$ cat src/rtl/alu_share_ctrl.sv
// alu_share_ctrl: round-robin sharing of one combinational ALU between two requesters,
// with registered responses and a private carry register per requester.
module alu_share_ctrl #(
    parameter int DATA_W = 8,
    parameter int OP_W   = 3,
    parameter int FLAG_W = 5
) (
    input  logic              clk,
    input  logic              rst,
    input  logic              r0_valid,
    output logic              r0_ready,
    input  logic [OP_W-1:0]   r0_opcode,
    input  logic [DATA_W-1:0] r0_a,
    input  logic [DATA_W-1:0] r0_b,
    output logic              r0_rsp_valid,
    input  logic              r0_rsp_ready,
    output logic [DATA_W-1:0] r0_rsp_result,
    output logic [FLAG_W-1:0] r0_rsp_flags,
    input  logic              r1_valid,
    output logic              r1_ready,
    input  logic [OP_W-1:0]   r1_opcode,
    input  logic [DATA_W-1:0] r1_a,
    input  logic [DATA_W-1:0] r1_b,
    output logic              r1_rsp_valid,
    input  logic              r1_rsp_ready,
    output logic [DATA_W-1:0] r1_rsp_result,
    output logic [FLAG_W-1:0] r1_rsp_flags,
    output logic [DATA_W-1:0] alu_data1,
    output logic [DATA_W-1:0] alu_data2,
    output logic [OP_W-1:0]   alu_opcode,
    output logic              alu_carry_in,
    input  logic [DATA_W-1:0] alu_result,
    input  logic              alu_carry_out,
    input  logic              alu_zero,
    input  logic              alu_sign,
    input  logic              alu_parity,
    input  logic              alu_aux,
    output logic              busy
);
    typedef enum logic [1:0] {IDLE, EXEC, RESP} state_t;

    state_t              state;
    logic                last_grant;
    logic                owner;
    logic [1:0]          carry;
    logic [1:0]          rsp_valid;
    logic [DATA_W-1:0]   rsp_result;
    logic [FLAG_W-1:0]   rsp_flags;
    logic                grant;
    logic                take;
    logic                rsp_done;

    // On a tie the requester that did not win last time goes first.
    always_comb begin
        grant    = (r0_valid & r1_valid) ? ~last_grant : r1_valid;
        take     = (state == IDLE) & (grant ? r1_valid : r0_valid);
        rsp_done = owner ? r1_rsp_ready : r0_rsp_ready;
    end

    assign r0_ready      = (state == IDLE) & ~grant;
    assign r1_ready      = (state == IDLE) & grant;
    assign r0_rsp_valid  = rsp_valid[0];
    assign r1_rsp_valid  = rsp_valid[1];
    assign r0_rsp_result = rsp_result;
    assign r1_rsp_result = rsp_result;
    assign r0_rsp_flags  = rsp_flags;
    assign r1_rsp_flags  = rsp_flags;

    // The ALU lines double as the latched request; they are nonzero only during EXEC.
    always_ff @(posedge clk) begin
        if (rst) begin
            state        <= IDLE;
            last_grant   <= 1'b1;
            owner        <= 1'b0;
            carry        <= '0;
            rsp_valid    <= '0;
            rsp_result   <= '0;
            rsp_flags    <= '0;
            alu_data1    <= '0;
            alu_data2    <= '0;
            alu_opcode   <= '0;
            alu_carry_in <= 1'b0;
            busy         <= 1'b0;
        end else begin
            case (state)
                IDLE: if (take) begin
                    owner        <= grant;
                    last_grant   <= grant;
                    alu_data1    <= grant ? r1_a : r0_a;
                    alu_data2    <= grant ? r1_b : r0_b;
                    alu_opcode   <= grant ? r1_opcode : r0_opcode;
                    alu_carry_in <= carry[grant];
                    busy         <= 1'b1;
                    state        <= EXEC;
                end
                EXEC: begin
                    rsp_result       <= alu_result;
                    rsp_flags        <= {alu_aux, alu_parity, alu_sign, alu_zero, alu_carry_out};
                    rsp_valid[owner] <= 1'b1;
                    if (alu_opcode <= OP_W'(2))
                        carry[owner] <= alu_carry_out;
                    alu_data1        <= '0;
                    alu_data2        <= '0;
                    alu_opcode       <= '0;
                    alu_carry_in     <= 1'b0;
                    state            <= RESP;
                end
                RESP: if (rsp_done) begin
                    rsp_valid <= '0;
                    busy      <= 1'b0;
                    state     <= IDLE;
                end
                default: state <= IDLE;
            endcase
        end
    end
endmodule

$ cat config.mk
export PLATFORM = sky130hd
export DESIGN_NAME = alu_share_ctrl
export DESIGN_NICKNAME = d
export VERILOG_FILES = /design/src/rtl/alu_share_ctrl.sv
export SDC_FILE = /design/constraint.sdc
export NUM_CORES = 1
export LEC_CHECK = 0
export CAP_MARGIN = 10
export CORE_MARGIN = 2
export CORE_UTILIZATION = 35
export CTS_BUF_LIST = sky130_fd_sc_hd__clkbuf_2
export CTS_CLUSTER_SIZE = 16
export DETAILED_ROUTE_END_ITERATION = 12
export PLACE_DENSITY_LB_ADDON = 0.25
export SETUP_SLACK_MARGIN = 0.5
export SLEW_MARGIN = 20
export SYNTH_ARGS = -nofsm -noshare
export SYNTH_HDL_FRONTEND = slang
export SYNTH_SLANG_ARGS = --single-unit
$ cat constraint.sdc
create_clock -name clk -period 4 [get_ports clk]
set_input_delay 0.8 -clock clk [delete_from_list [all_inputs] [get_ports clk]]
set_output_delay 0.8 -clock clk [all_outputs]
set_load 0.05 [all_outputs]
==> impl_metrics.ini, run 1 <==
[timing]
tightest_slew_ns = 0.939
setup_viol = 0
rsz0062_at_grt = false
fmax_mhz = 316
fin_ws_ns = 0.839
fin_setup_tns_ns = 0
fin_hold_ws_ns = 0.480
fin_skew_ns = 0.0139
slew_headroom_pct = 37.4
finalCriticalPeriod_ns = 3.16
maxSlewViolCount = 0
fin_crit_sh_pct = 79.0
final_hold_viol_count = 0

[pwr]
p_clk_share_pct = 22.6
intPower_w = 0.000714
seqPwrFrac_pct = 43.5
totalPowerFinal_w = 0.00110
switching_share_pct = 35.1
p_leak_nw = 1.06
combPwrFrac_pct = 33.9
peakVddDrop_mv = 0.145
power_density_nw_per_um2 = 381
switchingPower_w = 0.000386

[grt]
grt_max_degree = 25
grt_pass1_vias = 1487
track_usage_pct = 15.6
antenna_found_initial = 0
grt_remaining_overflow = 0
grt_pass1_wl_mm = 6.82

[clocking]
cts_root_buf = clkbuf_2
cts_resized = 0
cts_buffers = 5
clock-sinks = 42
h-tree-depth = 2
postCtsSetupBuffers = 0
path_clk_slew_ns = 0.20
clock_latency_ns = 0.39
clk_path_buf_depth = 2
ctsHoldBuffers = 0
cts_tree = yes

[synthesis]
netlist_area_um2 = 1810
synth-seq-cells = 42
syn_area_per_cell_um2 = 9.68
ys_types = 25
synth-edff-count = 0
synthFlopType = dfxtp_1
synthCells = 187
yosysSeqAreaShare_pct = 46.5
synth_nets = 244
ys_async_sr_fraction_pct = 0
yosysWarnings = 0

[layout]
layout_commonest_cell = clkdlybuf4s50_1
nets = 335
most-common-layout-cells = clkdlybuf4s50_1 (105), dfxtp_1 (42), nand2_1 (28), mux2i_1 (23)
n_antenna_cell = 0
finish.utilization_pct = 57.3
drive_gt1_share_pct = 6.09
nFillCells = 468
syn_to_final_growth_pct = 59.7

[run]
max_cap_violations = 0

[critical_path]
path_class = in2out
worstPathRequired_ns = 3.20
cp_max_fo = 10
end_kind = output port
arrival_ns = 2.36
worstSetupStartpointType = input pin

[place]
hpwlAfterDp_mm = 3.24
portBuffers = 107
dp_worst_setup_slack_ns = 0.850
place_congestion = 0.759

[run_status]
status = complete, no violations

[floorplan]
ios = 108
fp-row-count = 26
start_util_pct = 35.9
fp.dieH_um = 75.9
fp.dieW_um = 75.9
core-area_um2 = 5040
die-area_um2 = 5760

[routing]
vias = 1607
dr.pass1.iters = 4
detail-route-antenna-nets = 0
drcViolationCount = 0
via_per_inst = 4.60
wl_per_cell_um = 12.7
drt_iter0_drc = 82
route.final.wire_length_mm = 4.44

[min_path]
hold_path.class = reg2reg
## layout make-up
cell class / count / area [um^2] / share of cell area, %
sequential: 42 / 841 / 29.1
clock inverter: 2 / 37.5 / 1.30
clock buffer: 6 / 30.0 / 1.04
inverter: 3 / 11.3 / 0.390
tap: 70 / 87.6 / 3.03
multi-input combinational: 117 / 788 / 27.3
timing repair buffer: 109 / 1090 / 37.9
## worst max-delay path: stages
cell	delay [ns]
clkdlybuf4s50_1	0.53
a21boi_2	0.58
nand2_1	0.16
inv_1	0.14
buf_12	0.14
## logic make-up (layout without fill, tap and decap cells)
logic type	Yosys count	in the layout	share of synthesized area [%]
flip-flops	42	42	46.5
multiplexers	23	23	12.7
buffers and inverters	28	120	10.2
AO/OA/AOI/OAI	50	50	19.4
AND/OR/NAND/NOR	44	44	11.3
## per-stage QoR
step / std cells / cell area, um^2
floorplan: 187 / 1810
global placement: 341 / 2820
detailed placement: 341 / 2820
CTS: 349 / 2890
global route: 349 / 2890
finish: 349 / 2890
## state kept, by name (all words and copies together), names as in the netlist
signal and flops:
carry 2, busy 1, alu_data2 8, alu_carry_in 1
r0_rsp_result 8, alu_data1 8, owner 1, last_grant 1
r0_rsp_flags 5, alu_opcode 3, state 2, rsp_valid 2
## worst paths after layout
path,start,depth (start not counted),slack [ns],end
worst min register to register,alu_data2[1]$_SDFFE_PP0P_,1,0.48,alu_data2[1]$_SDFFE_PP0P_
worst max register to register,state[0]$_SDFFE_PP0P_,3,2.17,alu_data2[0]$_SDFFE_PP0P_
worst max-delay path,r1_valid,5,0.84,r1_ready
worst min-delay path,alu_data2[1]$_SDFFE_PP0P_,1,0.48,alu_data2[1]$_SDFFE_PP0P_
## layer usage
layer / vias up / GRT usage (%) / routed length (um)
met1: 719 / 19.3 / 2010
met5: - / 0 / 0
met4: 0 / 5.26 / 58
li1: 825 / - / -
met2: 57 / 24.7 / 2000
met3: 6 / 6.48 / 377
## power by group through the flow
stage / registers, W / logic [W] / clock network, W
after global routing: 0.000484 / 0.000395 / 0.000274
after floorplan: 0.000582 / 0.000142 / 0
after CTS: 0.000479 / 0.000377 / 0.000255
after detailed placement: 0.000487 / 0.000376 / 0
after global placement: 0.000486 / 0.000374 / 0
final: 0.000478 / 0.000373 / 0.000249
## synth_stat cells (2+ instances only)
cell        n  area (um^2)
o21ai_0     6         30.0
dfxtp_1    42          841
buf_4      13         97.6
a21oi_1    20          100
o2bb2ai_1  19          166
buf_2       6         30.0
nand2_1    28          105
nor2b_1     2         12.5
mux2i_1    23          230
nor2_1      3         11.3
clkbuf_1    3         11.3
nand2b_1    4         25.0
nand3b_1    2         15.0
buf_6       3         33.8
inv_1       3         11.3
No activity file was read; power rests on OpenSTA's default activity.
==> run 2: changes to the inputs <==
clock period = 2.6 ns   (was 4 ns; I/O delays follow)
==> impl_metrics.ini, run 2 (synthesis gave the netlist of run 1 again) <==
[run_status]
status = complete, no violations

[min_path]
min_to = r0_rsp_flags[1]$_SDFFE_PP0P_
hold_path_depth = 2
min-delay-start = r0_rsp_flags[1]$_SDFFE_PP0P_
hold_path.class = reg2reg

[grt]
grt_pass1_vias = 1438
globalRouteMet2Util_pct = 25.1
antenna_found_initial = 0
grt_remaining_overflow = 0
busiest_layer = met2
grt_pass1_wl_mm = 7.02
grt.met1_usage_pct = 21.5
track_usage_pct = 16.6
use_met3_pct = 5.03
grt_max_degree = 24

[critical_path]
cp_max_fo = 10
path_class = reg2out
worstPathRequired_ns = 2.08
reg2reg_to = alu_data1[7]$_SDFFE_PP0P_
arrival_ns = 1.39
r2r-start = state[0]$_SDFFE_PP0P_
rrSetupSlack_ns = 1.15
worstSetupStartpointType = flop
r2r.worst_path.cells = 4
end_kind = output port

[run]
max_cap_violations = 0

[floorplan]
fp.dieH_um = 75.9
ios = 108
start_util_pct = 35.9
fp-row-count = 26
die-area_um2 = 5760
core-area_um2 = 5040
fp.dieW_um = 75.9

[routing]
detail-route-antenna-nets = 0
wl_per_cell_um = 13.5
drcViolationCount = 0
route.final.wire_length_mm = 4.73
vias = 1642
via_per_inst = 4.69
drt_iter0_drc = 66
dr.pass1.iters = 4

[place]
hpwlAfterDp_mm = 3.42
portBuffers = 107
place_congestion = 0.747
placed_area_um2 = 2830

[timing]
final_hold_viol_count = 0
fin_skew_ns = 0.0101
setup_viol = 0
finalCriticalPeriod_ns = 1.91
slew_headroom_pct = 62.0
fmax_mhz = 524
fin_hold_ws_ns = 0.479
fin_setup_tns_ns = 0
rsz0062_at_grt = false
fin_crit_sh_pct = 73.3
tightest_slew_ns = 0.570
maxSlewViolCount = 0

[clocking]
clk_path_buf_depth = 2
cts_root_buf = clkbuf_2
h-tree-depth = 2
clock_latency_ns = 0.40
cts_tree = yes
postCtsSetupBuffers = 0
cts_buffers = 5
path_clk_slew_ns = 0.19
clock-sinks = 42

[layout]
layout_commonest_cell = clkdlybuf4s50_1
drive_gt1_share_pct = 7.14
n_antenna_cell = 0
syn_to_final_growth_pct = 57.2
nets = 336
postLayoutCellArea_um2 = 2840
most-common-layout-cells = clkdlybuf4s50_1 (54), dlygate4sd2_1 (51), dfxtp_1 (41), nand2_1 (28), mux2i_1 (23)

[pwr]
totalPowerFinal_w = 0.00165
power_density_nw_per_um2 = 581
peakVddDrop_mv = 0.303
p_leak_nw = 1.28
[run 2: metrics by stage]
step,utilization (%),std cells,setup slack (ns)
floorplan,-,187,0.562
global placement,56.2,342,0.505
detailed placement,56.2,342,0.451
CTS,56.4,350,0.635
global route,56.4,350,0.514
finish,56.4,350,0.693
[run 2: worst max path at each step]
stage | from | endpoint | slack, ns | depth (start not counted)
finish | state[1]$_SDFFE_PP0P_ | r1_ready | 0.69 | 4
global route | state[1]$_SDFFE_PP0P_ | r1_ready | 0.51 | 4
CTS | state[0]$_SDFFE_PP0P_ | r1_ready | 0.63 | 4
detailed placement | r1_valid | r1_ready | 0.45 | 5
global placement | r1_valid | r1_ready | 0.50 | 5
floorplan | r1_valid | r0_ready | 0.56 | 3
[run 2: critical path, stage by stage, from the launching register on]
cell	delay, ns
dfxtp_1	0.55
nor2_1	0.12
nand2_1	0.11
inv_1	0.07
buf_12	0.15
[run 2: repair_timing]
action                     4_1_cts  5_1_grt
gates cloned                     0        0
gates resized for setup         52        1
setup endpoints to repair       50        1
hold buffers                     0        0
[run 2: final cells by class]
| cell class | count | area [um^2] |
|---|---|---|
| well taps | 70 | 87.6 |
| multi-input cells | 117 | 801 |
| clock buffers | 7 | 35.0 |
| fillers | 477 | 2200 |
| flip-flops and latches | 42 | 842 |
| inverters | 3 | 11.3 |
| clock inverters | 1 | 30.0 |
| repair buffers | 110 | 1040 |
[run 2: power by group]
group | total, W | internal [W] | leakage (nW) | switching, W
clock | 0.000380 | 0.000171 | 0.0432 | 0.000209
combinational | 0.000539 | 0.000197 | 0.887 | 0.000342
sequential | 0.000734 | 0.000697 | 0.345 | 0.0000370
[run 2: layer usage]
layer | vias up | part of all wire [%] | wire, um
met5 | - | 0 | 0
met4 | 0 | 2.3 | 110
met3 | 8 | 7.4 | 350
met2 | 55 | 48 | 2270
met1 | 755 | 42 | 2000
li1 | 824 | - | -
